`src/rtl/rb_wb_pkg.sv`:
```
// Shared constants and the writeback entry type for the register-bank writer.
package rb_wb_pkg;

    localparam int RB_REGS = 16;
    localparam int DATA_W  = 16;
    localparam int REG_AW  = 4;

    typedef struct packed {
        logic [REG_AW-1:0] rd;
        logic [DATA_W-1:0] data;
    } wb_entry_t;

endpackage

```
`src/rtl/rb_wb_fifo.sv`:
```
// Small synchronous FIFO of writeback entries; pointers wrap modulo DEPTH.
module rb_wb_fifo
    import rb_wb_pkg::*;
#(
    parameter int  DEPTH = 4,
    localparam int PW    = $clog2(DEPTH)
) (
    input  logic          clk,
    input  logic          rst_n,
    input  logic          push_i,
    input  wb_entry_t     din_i,
    input  logic          pop_i,
    output wb_entry_t     head_o,
    output logic          full_o,
    output logic          empty_o,
    output logic [PW:0]   count_o
);

    wb_entry_t         mem_q [DEPTH];
    logic [PW-1:0]     wr_ptr_q, wr_ptr_d;
    logic [PW-1:0]     rd_ptr_q, rd_ptr_d;
    logic [PW:0]       count_q, count_d;
    logic              do_push, do_pop;

    assign full_o  = (count_q == (PW+1)'(DEPTH));
    assign empty_o = (count_q == '0);
    assign count_o = count_q;
    assign head_o  = mem_q[rd_ptr_q];

    // Guard against overflow/underflow even if a caller misbehaves.
    assign do_push = push_i && !full_o;
    assign do_pop  = pop_i && !empty_o;

    always_comb begin
        wr_ptr_d = wr_ptr_q;
        rd_ptr_d = rd_ptr_q;
        count_d  = count_q;
        if (do_push) wr_ptr_d = wr_ptr_q + PW'(1);
        if (do_pop)  rd_ptr_d = rd_ptr_q + PW'(1);
        case ({do_push, do_pop})
            2'b10:   count_d = count_q + (PW+1)'(1);
            2'b01:   count_d = count_q - (PW+1)'(1);
            default: count_d = count_q;
        endcase
    end

    always_ff @(posedge clk or negedge rst_n) begin
        if (!rst_n) begin
            wr_ptr_q <= '0;
            rd_ptr_q <= '0;
            count_q  <= '0;
        end else begin
            wr_ptr_q <= wr_ptr_d;
            rd_ptr_q <= rd_ptr_d;
            count_q  <= count_d;
        end
    end

    // Storage carries no reset so it maps onto plain RAM; the pointers guard validity.
    always_ff @(posedge clk) begin
        if (do_push) mem_q[wr_ptr_q] <= din_i;
    end

endmodule

```
`src/rtl/rb_wb.sv`:
```
// Writeback sequencer: arbitrates ALU/load results into a FIFO, drains one per
// cycle onto the register-bank write port and tracks pending writes.
module rb_wb
    import rb_wb_pkg::*;
#(
    parameter int  DEPTH = 4,
    localparam int PW    = $clog2(DEPTH)
) (
    input  logic                 clk,
    input  logic                 rst_n,
    input  logic                 alu_valid_in,
    output logic                 alu_ready_out,
    input  logic [REG_AW-1:0]    alu_rd_in,
    input  logic [DATA_W-1:0]    alu_d_in,
    input  logic                 mem_valid_in,
    output logic                 mem_ready_out,
    input  logic [REG_AW-1:0]    mem_rd_in,
    input  logic [DATA_W-1:0]    mem_d_in,
    input  logic                 issue_in,
    input  logic [REG_AW-1:0]    issue_rd_in,
    input  logic                 hold_in,
    output logic [RB_REGS-1:0]   busy_out,
    output logic                 rw_out,
    output logic [REG_AW-1:0]    rd_out,
    output logic [DATA_W-1:0]    d_out
);

    wb_entry_t           push_entry, head;
    logic                fifo_full, fifo_empty;
    logic [PW:0]         fifo_count;
    logic                mem_push, alu_push, push, pop;

    logic                rw_q, rw_d;
    logic [REG_AW-1:0]   rd_q, rd_d;
    logic [DATA_W-1:0]   d_q, d_d;
    logic [RB_REGS-1:0]  busy_q, busy_d;

    // Readiness looks only at the registered fill level: no pass-through when full.
    assign mem_ready_out = !fifo_full;
    assign alu_ready_out = !fifo_full && !mem_valid_in;

    assign mem_push   = mem_valid_in && mem_ready_out;
    assign alu_push   = alu_valid_in && alu_ready_out;
    assign push       = mem_push || alu_push;
    assign push_entry = mem_push ? wb_entry_t'{rd: mem_rd_in, data: mem_d_in}
                                 : wb_entry_t'{rd: alu_rd_in, data: alu_d_in};
    assign pop        = !fifo_empty && !hold_in;

    rb_wb_fifo #(.DEPTH(DEPTH)) u_fifo (
        .clk     (clk),
        .rst_n   (rst_n),
        .push_i  (push),
        .din_i   (push_entry),
        .pop_i   (pop),
        .head_o  (head),
        .full_o  (fifo_full),
        .empty_o (fifo_empty),
        .count_o (fifo_count)
    );

    always_comb begin
        rw_d   = pop;
        rd_d   = rd_q;
        d_d    = d_q;
        busy_d = busy_q;
        if (pop) begin
            rd_d              = head.rd;
            d_d               = head.data;
            busy_d[head.rd]   = 1'b0;
        end
        // A fresh issue to the register being retired means a newer write is pending.
        if (issue_in) busy_d[issue_rd_in] = 1'b1;
    end

    always_ff @(posedge clk or negedge rst_n) begin
        if (!rst_n) begin
            rw_q   <= 1'b0;
            rd_q   <= '0;
            d_q    <= '0;
            busy_q <= '0;
        end else begin
            rw_q   <= rw_d;
            rd_q   <= rd_d;
            d_q    <= d_d;
            busy_q <= busy_d;
        end
    end

    assign rw_out   = rw_q;
    assign rd_out   = rd_q;
    assign d_out    = d_q;
    assign busy_out = busy_q;

    a_count_bounded: assert property (@(posedge clk) disable iff (!rst_n)
        fifo_count <= (PW+1)'(DEPTH));

endmodule

```
`config.mk`:
```
export PLATFORM = sky130hd
export DESIGN_NAME = rb_wb
export DESIGN_NICKNAME = d
export VERILOG_FILES = /design/src/rtl/rb_wb_pkg.sv /design/src/rtl/rb_wb_fifo.sv /design/src/rtl/rb_wb.sv
export SDC_FILE = /design/constraint.sdc
export NUM_CORES = 1
export LEC_CHECK = 0
export CAP_MARGIN = 20
export CORE_UTILIZATION = 40
export CTS_CLUSTER_SIZE = 40
export DETAILED_ROUTE_END_ITERATION = 16
export GPL_TIMING_DRIVEN = 0
export PLACE_DENSITY = 0.65
export SETUP_SLACK_MARGIN = 0.2
export SLEW_MARGIN = 0
export SYNTH_ARGS = -nofsm -noshare
export SYNTH_HDL_FRONTEND = slang
export SYNTH_SLANG_ARGS = --single-unit
```
`constraint.sdc`:
```
create_clock -name clk -period 4.1 [get_ports clk]
set_input_delay 0.41 -clock clk [delete_from_list [all_inputs] [get_ports clk]]
set_output_delay 0.41 -clock clk [all_outputs]
set_load 0.02 [all_outputs]
```
==> impl_metrics.env, run 1 <==
export IMPL_rsz0062_at_grt="no"
export IMPL_r2r_start="u_fifo.count_o[0]$_DFFE_PN0P_"
export IMPL_power_frac_seq=0.367
export IMPL_dieHeight_um=114
export IMPL_firstDrtPassIters=4
export IMPL_start_util=0.414
export IMPL_p_int_mw=3.90
export IMPL_synthArstFlopShare=0.355
export IMPL_p_per_area_mw_per_mm2=824
export IMPL_wl_per_cell_um=17.3
export IMPL_vias_per_cell=4.92
export IMPL_post_cts_buffers=0
export IMPL_ys_warn_count=0
export IMPL_yosys_register_bits=124
export IMPL_power_share_combinational=0.347
export IMPL_relSlewSlack=0.521
export IMPL_period_minus_slack_ps=2560
export IMPL_worst_r2r_setup_slack_ps=1540
export IMPL_hold_buffers=0
export IMPL_switchingPower_mw=1.75
export IMPL_synth_area_mm2=0.00503
export IMPL_worst_setup_path_start_kind="register"
export IMPL_setup_viol=0
export IMPL_fin_ws_ps=1540
export IMPL_vias=2855
export IMPL_core_area_mm2=0.0122
export IMPL_clock_sinks=124
export IMPL_r2r_end="u_fifo.count_o[2]$_DFFE_PN0P_"
export IMPL_grt_max_degree=26
export IMPL_critical_path_peak_fanout=11
export IMPL_finalClockSkew_ps=8.18
export IMPL_peakVddDrop_mv=0.379
export IMPL_cp_arrival_ps=2860
export IMPL_die_area_mm2=0.0130
export IMPL_finalSetupTns_ps=0
export IMPL_crit_start="u_fifo.count_o[0]$_DFFE_PN0P_"
export IMPL_final_antenna_net_count=0
export IMPL_ios=89
export IMPL_antenna_found_initial=0
export IMPL_cts_root_buf="clkbuf_16"
export IMPL_ys_top_cells_by_area="edfxtp_1 (48%), dfrtp_1 (22%), mux2_2 (9.2%)"
export IMPL_drive_gt1_frac=0.262
export IMPL_synth_main_ff_cell="edfxtp_1"
export IMPL_drt_iter0_markers=236
export IMPL_violations="hold timing"
export IMPL_synth_edff_count=80
export IMPL_worstRegToRegCells=9
export IMPL_grt_pass1_wl_um=15900
export IMPL_worstSetupPathType="reg -> reg"
export IMPL_drc=0
export IMPL_synthMostInstantiatedCell="edfxtp_1"
export IMPL_tightest_slew_ps=719
export IMPL_synth_commonest_cells="edfxtp_1 (80), dfrtp_1 (44), mux2_2 (41)"
export IMPL_overflow=0
export IMPL_cts_buffers=17
export IMPL_nNetsFinal=455
export IMPL_gp_congestion=0.790
export IMPL_cp_required_ps=4390
export IMPL_period_share=0.626
export IMPL_end_kind="register"
export IMPL_cts_resized_gates=0
export IMPL_syn_nets=343
export IMPL_synth_area_per_cell_um2=17.5
export IMPL_cts_tree="yes"
export IMPL_slew_violations=0
export IMPL_dp_slack_ps=1120
export IMPL_yosysTopAreaCell="edfxtp_1"
export IMPL_rows=40
export IMPL_status="complete, but fails checks"
export IMPL_fmax_mhz=390
export IMPL_switching_share=0.310
export IMPL_antennaDiodeCount=0
export IMPL_ys_types=37
export IMPL_whs_ps=-4.73
export IMPL_crit_end="u_fifo.count_o[2]$_DFFE_PN0P_"
export IMPL_cts_max_level=4
export IMPL_syn_inst=287
export IMPL_p_clk_frac=0.286
export IMPL_totalWireLength_um=10000
export IMPL_die_w_um=114
export IMPL_place_hpwl_um=6550
export IMPL_leakagePower_nw=2.54
export IMPL_cap_violations=0
export IMPL_hp_class="in -> async"
export IMPL_port_buffers=88
export IMPL_insertion_delay_ps=410
export IMPL_cts_clk_slew_worst_paths_ps=60
export IMPL_hold_violations=5
export IMPL_utilization=0.564
export IMPL_grt_pass1_vias=2993
export IMPL_synthDominantCellAreaShare=0.477
export IMPL_synth_seq_area_share=0.696
export IMPL_syn_to_final_growth_pct=36.2
export IMPL_clockBufferDepth=2
export IMPL_grt_util_all_layers=0.169
-- power by group through the flow --
| stage | combinational (mW) | sequential [mW] | clock (mW) |
|---|---|---|---|
| after floorplan | 0.969 | 2.27 | 0 |
| after global placement | 1.87 | 2.08 | 0 |
| after detailed placement | 1.91 | 2.10 | 0 |
| after CTS | 1.92 | 2.08 | 1.64 |
| after global routing | 2.12 | 2.12 | 1.70 |
| final | 1.96 | 2.07 | 1.62 |
-- cells by family after synthesis --
logic type                 Yosys count  synth area share
AOI/OAI and AO/OA                   19            0.0229
muxes                               62             0.183
DFF                                124             0.696
buffers and inverters               15            0.0129
xor gates and xnor gates             6            0.0104
and+or+nand+nor                     55            0.0579
adders and majority gates            6            0.0164
-- critical path, stage by stage (launching register included) --
cell,delay [ps]
dfrtp_1,410
nor3_1,590
nor2_1,300
buf_2,300
ha_1,260
inv_1,70
fa_1,170
xor2_1,150
nor2_1,60
xor2_1,130
-- metrics by stage --
| step | total power [mW] | cell area, um^2 | instances |
|---|---|---|---|
| 2_1_floorplan | 3.24 | 5030 | 287 |
| 6_report | 5.65 | 6860 | 580 |
| 4_1_cts | 5.65 | 6780 | 576 |
| 3_3_place_gp | 3.95 | 6120 | 543 |
| 3_5_place_dp | 4.01 | 6140 | 544 |
| 5_1_grt | 5.94 | 6860 | 580 |
-- layout make-up --
class	count	area, um^2
well taps	168	210
flip-flops and latches	124	3500
fillers	993	5310
multi-input cells	148	1460
clock buffers	18	439
repair buffers	93	968
inverters	7	26.3
clock inverters	14	205
plain buffers	8	38.8
-- cell usage in the layout (no fill, tap or decap), types with 2 or more instances in the layout --
| cell | netlist | final |
|---|---|---|
| buf_2 | 4 | 5 |
| clkinv_4 | 0 | 2 |
| buf_8 | 0 | 3 |
| or4b_4 | 2 | 2 |
| nand3_1 | 3 | 3 |
| mux4_2 | 20 | 20 |
| o21ai_1 | 9 | 9 |
| mux2_2 | 41 | 41 |
| o21ai_0 | 3 | 3 |
| and2_1 | 4 | 4 |
| clkbuf_16 | 0 | 17 |
| clkinvlp_4 | 0 | 2 |
| ha_1 | 5 | 5 |
| a22o_1 | 3 | 3 |
| dfrtp_1 | 44 | 44 |
| edfxtp_1 | 80 | 80 |
| nand2_1 | 26 | 26 |
| xor2_1 | 3 | 3 |
| nand2b_1 | 2 | 2 |
| xnor2_1 | 3 | 3 |
| nor2b_1 | 2 | 2 |
| inv_1 | 7 | 7 |
| nor2_1 | 6 | 6 |
| clkbuf_1 | 2 | 2 |
| bufinv_16 | 0 | 4 |
| clkdlybuf4s50_1 | 0 | 87 |
| nor3_1 | 2 | 2 |
| inv_6 | 0 | 6 |
-- registers in the layout (all words and copies together), names as in the netlist --
name / cells
busy_out: 16
rw_out: 1
rd_out: 4
u_fifo.count_o: 3
u_fifo.mem_q: 80
d_out: 16
u_fifo.wr_ptr_q: 2
u_fifo.rd_ptr_q: 2
-- how the worst min path moves through the flow --
| stage | start | to | slack (ps) | depth (start not counted) |
|---|---|---|---|---|
| CTS | rst_n | d_out[15]$_DFFE_PN0P_ | 3 | 1 |
| global placement | busy_out[12]$_DFF_PN0_ | busy_out[12]$_DFF_PN0_ | 470 | 2 |
| detailed placement | rst_n | d_out[13]$_DFFE_PN0P_ | 440 | 1 |
| finish | rst_n | d_out[15]$_DFFE_PN0P_ | -5 | 1 |
| global route | rst_n | d_out[15]$_DFFE_PN0P_ | 20 | 1 |
| floorplan | rst_n | busy_out[0]$_DFF_PN0_ | 110 | 0 |
-- per-layer routing --
metal,global-route usage,up-vias,wire length [um]
met5,0,-,0
met4,0.0563,0,80
met3,0.0513,9,464
met2,0.282,83,5090
met1,0.209,1438,4400
li1,-,1325,-
Note: power is estimated with default switching activity, not from simulation.
==> run 2, diff against run 1 <==
Settings changed: PLACE_DENSITY 0.65 to 0.68.
Clock period 4.1 ns to 2.3 ns, I/O delays scaled along.
==> impl_metrics.env, run 2 (synthesis results as in run 1) <==
export IMPL_fin_ws_ps=306
export IMPL_relSlewSlack=0.604
export IMPL_worstRegToRegCells=10
export IMPL_setup_viol=0
export IMPL_finalSetupTns_ps=0
export IMPL_finalClockSkew_ps=11.2
export IMPL_cts_max_level=4
export IMPL_grt_pass1_wl_um=15600
export IMPL_layout_commonest_cell="clkdlybuf4s50_1"
export IMPL_power_frac_seq=0.379
export IMPL_fmax_mhz=501
export IMPL_p_int_mw=6.75
export IMPL_worstSetupPathType="reg -> reg"
export IMPL_cts_tree="yes"
export IMPL_firstDrtPassIters=5
export IMPL_dp_slack_ps=-320
export IMPL_grt_max_degree=36
export IMPL_fin_area_mm2=0.00680
export IMPL_seq_area_mm2=0.00351
export IMPL_die_w_um=114
export IMPL_tightest_slew_ps=594
export IMPL_utilization=0.559
export IMPL_final_antenna_net_count=0
export IMPL_end_kind="register"
export IMPL_start_util=0.414
export IMPL_postPlaceCellArea_mm2=0.00615
export IMPL_rows=40
export IMPL_p_per_area_mw_per_mm2=1440
export IMPL_dp_cells=544
export IMPL_switching_share=0.313
export IMPL_hold_violations=0
export IMPL_whs_ps=243
export IMPL_final_cells=578
export IMPL_power_share_combinational=0.349
export IMPL_slowest_delay_ps=450
export IMPL_vias_per_cell=4.96
export IMPL_clock_sinks=124
export IMPL_worst_setup_path_start_kind="register"
export IMPL_period_share=0.867
export IMPL_totalWireLength_um=9860
export IMPL_p_clk_frac=0.272
export IMPL_place_hpwl_um=6490
export IMPL_grt_pass1_vias=2969
export IMPL_nNetsFinal=453
export IMPL_multi_input_comb_area_mm2=0.00149
export IMPL_cts_clk_slew_worst_paths_ps=60
export IMPL_drive_gt1_frac=0.283
export IMPL_status="finished clean"
export IMPL_switchingPower_mw=3.08
export IMPL_vias=2864
export IMPL_final_cell_mix="clkdlybuf4s50_1 (87), edfxtp_1 (80), dfrtp_1 (42), mux2_2 (41), nand2_1 (26)"
export IMPL_overflow=0
export IMPL_gp_congestion=0.828
export IMPL_slowest_stage="dfrtp_2"
export IMPL_r2r_end="u_fifo.count_o[2]$_DFFE_PN0P_"
export IMPL_cp_num_buf_inv=2
export IMPL_critical_path_peak_fanout=7
export IMPL_period_minus_slack_ps=1990
export IMPL_drt_iter0_markers=195
export IMPL_p_total_mw=9.83
export IMPL_die_area_mm2=0.0130
export IMPL_clockBufferDepth=2
export IMPL_syn_to_final_growth_pct=35.2
export IMPL_cp_arrival_ps=2320
export IMPL_insertion_delay_ps=400
export IMPL_antennaDiodeCount=0
export IMPL_rsz0062_at_grt="yes"
export IMPL_wl_per_cell_um=17.1
export IMPL_hp_class="in -> async"
export IMPL_path_delay_family="adder cells"
export IMPL_dieHeight_um=114
export IMPL_slew_violations=0
export IMPL_cap_violations=0
export IMPL_drc=0
export IMPL_r2r_start="u_fifo.count_o[0]$_DFFE_PN0P_"
export IMPL_top_register="u_fifo.mem_q"
export IMPL_largest_reg_flops=80
export IMPL_grt_util_all_layers=0.166
export IMPL_port_buffers=88
export IMPL_antenna_found_initial=0
export IMPL_cts_buffers=17
export IMPL_cp_required_ps=2630
export IMPL_leakagePower_nw=2.51
export IMPL_worstPathCellList="nor2_2 -> nand2_1 -> o21a_2 -> inv_1 -> ha_1 -> inv_1 -> fa_1 -> xor2_1 -> nor2_1 -> xor2_1"
export IMPL_core_area_mm2=0.0122
export IMPL_nFillCells=959
export IMPL_cts_root_buf="clkbuf_16"
export IMPL_worst_r2r_setup_slack_ps=310
export IMPL_peakVddDrop_mv=0.604
export IMPL_ios=89
-- run 2: cell count changes in the layout (fill, tap and decap cells not counted), moves of 3 or more --
cell	change
inv_6	-4
and2_1	-4
buf_8	-3
nor2_1	-3
and2_2	+4
-- run 2: how the worst max path moves through the flow --
stage | from | to | slack (ps) | cells after the start
2_1_floorplan | u_fifo.count_o[0]$_DFFE_PN0P_ | u_fifo.count_o[2]$_DFFE_PN0P_ | 280 | 10
3_3_place_gp | rst_n | d_out[6]$_DFFE_PN0P_ | -420 | 1
3_5_place_dp | hold_in | u_fifo.count_o[2]$_DFFE_PN0P_ | -320 | 9
4_1_cts | u_fifo.count_o[2]$_DFFE_PN0P_ | u_fifo.count_o[2]$_DFFE_PN0P_ | 40 | 9
5_1_grt | u_fifo.count_o[0]$_DFFE_PN0P_ | u_fifo.count_o[2]$_DFFE_PN0P_ | 160 | 10
6_report | u_fifo.count_o[0]$_DFFE_PN0P_ | u_fifo.count_o[2]$_DFFE_PN0P_ | 310 | 10
-- run 2: what timing repair did --
action / CTS / global route
hold buffers: 1 / 0
endpoints found under the hold margin: 9 / 0
pin swaps: 0 / 1
setup buffers: 0 / 1
endpoints found under the setup margin: 130 / 35
gates resized for setup: 7 / 10
-- run 2: worst reg2reg max path, delay by kind of cell (launching register included) --
family,cells,cell delay (ps)
flops,1,450
xor+xnor,2,300
compound gates,1,170
fa+ha+maj,2,530
buf+inv,2,130
simple gates,3,340
-- run 2: area by class of cell --
type	instances	share of cell area
multi-input combinational	148	0.220
sequential	124	0.515
tap	168	0.0309
clock buffer	18	0.0631
clock inverter	14	0.0252
timing repair buffer	91	0.134
buffer	8	0.00791
inverter	7	0.00386
-- run 2: metal layers --
| metal | track usage | share of wire | up-vias | wire length [um] |
|---|---|---|---|---|
| li1 | - | - | 1323 | - |
| met1 | 0.217 | 0.44 | 1440 | 4360 |
| met5 | 0 | 0 | - | 0 |
| met2 | 0.269 | 0.50 | 97 | 4930 |
| met4 | 0.0519 | 0.0053 | 0 | 52 |
| met3 | 0.0461 | 0.053 | 4 | 522 |
-- run 2: power groups by stage --
stage / sequential [mW] / combinational [mW] / clock [mW]
2_1_floorplan: 4.05 / 1.73 / 0
3_3_place_gp: 3.72 / 3.33 / 0
3_5_place_dp: 3.75 / 3.42 / 0
4_1_cts: 3.71 / 3.45 / 2.71
5_1_grt: 3.81 / 3.71 / 2.81
6_report: 3.72 / 3.43 / 2.67
==> run 3, diff against run 2 <==
Settings changed: GPL_TIMING_DRIVEN 0 to unset.
==> impl_metrics.env, run 3 (synthesis results as in run 1) <==
export IMPL_rsz0062_at_grt="yes"
export IMPL_slowest_stage="mux4_2"
export IMPL_syn_to_final_growth_pct=35.6
export IMPL_cts_tree="yes"
export IMPL_cts_clk_slew_worst_paths_ps=60
export IMPL_cp_required_ps=2580
export IMPL_cts_buffers=17
export IMPL_firstDrtPassIters=4
export IMPL_seq_area_mm2=0.00350
export IMPL_relSlewSlack=0.652
export IMPL_place_hpwl_um=6430
export IMPL_cts_root_buf="clkbuf_16"
export IMPL_nNetsFinal=455
export IMPL_cts_max_level=4
export IMPL_r2r_start="u_fifo.rd_ptr_q[0]$_DFFE_PN0P_"
export IMPL_worstRegToRegCells=4
export IMPL_crit_end="busy_out[4]$_DFF_PN0_"
export IMPL_die_w_um=114
export IMPL_final_cells=580
export IMPL_dieHeight_um=114
export IMPL_top_register="u_fifo.mem_q"
export IMPL_leakagePower_nw=2.53
export IMPL_crit_start="u_fifo.rd_ptr_q[0]$_DFFE_PN0P_"
export IMPL_gp_congestion=0.841
export IMPL_drt_iter0_markers=213
export IMPL_worst_setup_path_start_kind="register"
export IMPL_end_kind="register"
export IMPL_clockBufferDepth=2
export IMPL_status="finished clean"
export IMPL_largest_reg_flops=80
export IMPL_core_area_mm2=0.0122
export IMPL_rows=40
export IMPL_layout_commonest_cell="clkdlybuf4s50_1"
export IMPL_grt_util_all_layers=0.163
export IMPL_slowest_delay_ps=630
export IMPL_grt_pass1_wl_um=15700
export IMPL_finalSetupTns_ps=0
export IMPL_insertion_delay_ps=400
export IMPL_final_cell_mix="clkdlybuf4s50_1 (87), edfxtp_1 (80), dfrtp_1 (43), mux2_2 (41), nand2_1 (25)"
export IMPL_tightest_slew_ps=522
export IMPL_hp_class="in -> async"
export IMPL_worst_r2r_setup_slack_ps=330
export IMPL_r2r_end="busy_out[4]$_DFF_PN0_"
export IMPL_p_per_area_mw_per_mm2=1450
export IMPL_multi_input_comb_area_mm2=0.00150
export IMPL_totalWireLength_um=9780
export IMPL_clock_sinks=124
export IMPL_grt_max_degree=26
export IMPL_fmax_mhz=508
export IMPL_wl_per_cell_um=16.9
export IMPL_drc=0
export IMPL_final_antenna_net_count=0
export IMPL_worstSetupPathType="reg -> reg"
export IMPL_vias_per_cell=4.94
export IMPL_antenna_found_initial=0
export IMPL_overflow=0
export IMPL_hold_violations=0
export IMPL_grt_pass1_vias=3087
export IMPL_vias=2867
export IMPL_start_util=0.414
export IMPL_drive_gt1_frac=0.282
export IMPL_period_minus_slack_ps=1970
export IMPL_setup_viol=0
export IMPL_finalClockSkew_ps=10.5
export IMPL_cp_arrival_ps=2250
export IMPL_worstPathCellList="mux4_2 -> or4_4 -> o21ai_1 -> nand2_1"
export IMPL_port_buffers=88
export IMPL_slew_violations=0
export IMPL_peakVddDrop_mv=0.625
export IMPL_ios=89
export IMPL_critical_path_peak_fanout=8
export IMPL_period_share=0.857
export IMPL_antennaDiodeCount=0
export IMPL_cap_violations=0
export IMPL_dp_cells=547
export IMPL_nFillCells=958
export IMPL_die_area_mm2=0.0130
[run 3: cell types whose count changed in the layout (fill, tap and decap cells not counted), sizes merged]
cell and delta:
clkinvlp -1, clkinv -1, clkbuf -2, inv +1
buf +5
[run 3: worst min path at each step]
stage	to	startpoint	slack (ps)	depth (start not counted)
after floorplan	busy_out[0]$_DFF_PN0_	rst_n	-70	0
after global placement	d_out[12]$_DFFE_PN0P_	rst_n	240	1
after detailed placement	d_out[13]$_DFFE_PN0P_	rst_n	250	1
after CTS	d_out[15]$_DFFE_PN0P_	rst_n	380	2
after global routing	rd_out[2]$_DFFE_PN0P_	rst_n	410	2
final	d_out[6]$_DFFE_PN0P_	rst_n	350	2
[run 3: final cells by class]
type	count	area share
Inverter	7	0.00385
Clock inverter	13	0.0242
Multi-Input combinational cell	148	0.219
Timing Repair Buffer	101	0.143
Tap cell	168	0.0308
Sequential cell	124	0.514
Clock buffer	19	0.0649
[run 3: worst max-delay path: cells and delay by family, from the launching register on]
kind,cells,cell delay (ps)
DFF,1,470
and+or+nand+nor,2,600
muxes,1,630
AOI/OAI and AO/OA,1,160
[run 3: through the flow]
step | hold WS [ps] | utilization | cell area [um^2] | power, mW | setup slack [ps]
after floorplan | -65.6 | - | 5040 | 5.78 | 279
after global placement | 241 | 0.508 | 6180 | 7.10 | 228
after detailed placement | 245 | 0.508 | 6180 | 7.23 | 201
after CTS | 379 | 0.559 | 6800 | 9.96 | 270
after global routing | 409 | 0.561 | 6820 | 10.4 | 196
final | 351 | 0.561 | 6820 | 9.89 | 330
[run 3: layer usage]
layer,part of all wire,up-vias,routed length [um],track usage
li1,-,1323,-,-
met1,0.45,1448,4380,0.207
met2,0.50,88,4900,0.274
met3,0.044,8,432,0.0487
met4,0.0058,0,57,0.0433
met5,0,-,0,0
[run 3: timing repair]
item	4_1_cts	5_1_grt
buffers inserted	0	0
hold buffers	1	0
endpoints found under the hold margin	20	0
resized for setup	0	7
endpoints found under the setup margin	0	2
[run 3: power breakdown]
group / internal (mW) / total (mW) / switching, mW
combinational: 1.74 / 3.47 / 1.73
sequential: 3.34 / 3.73 / 0.388
clock: 1.74 / 2.69 / 0.948
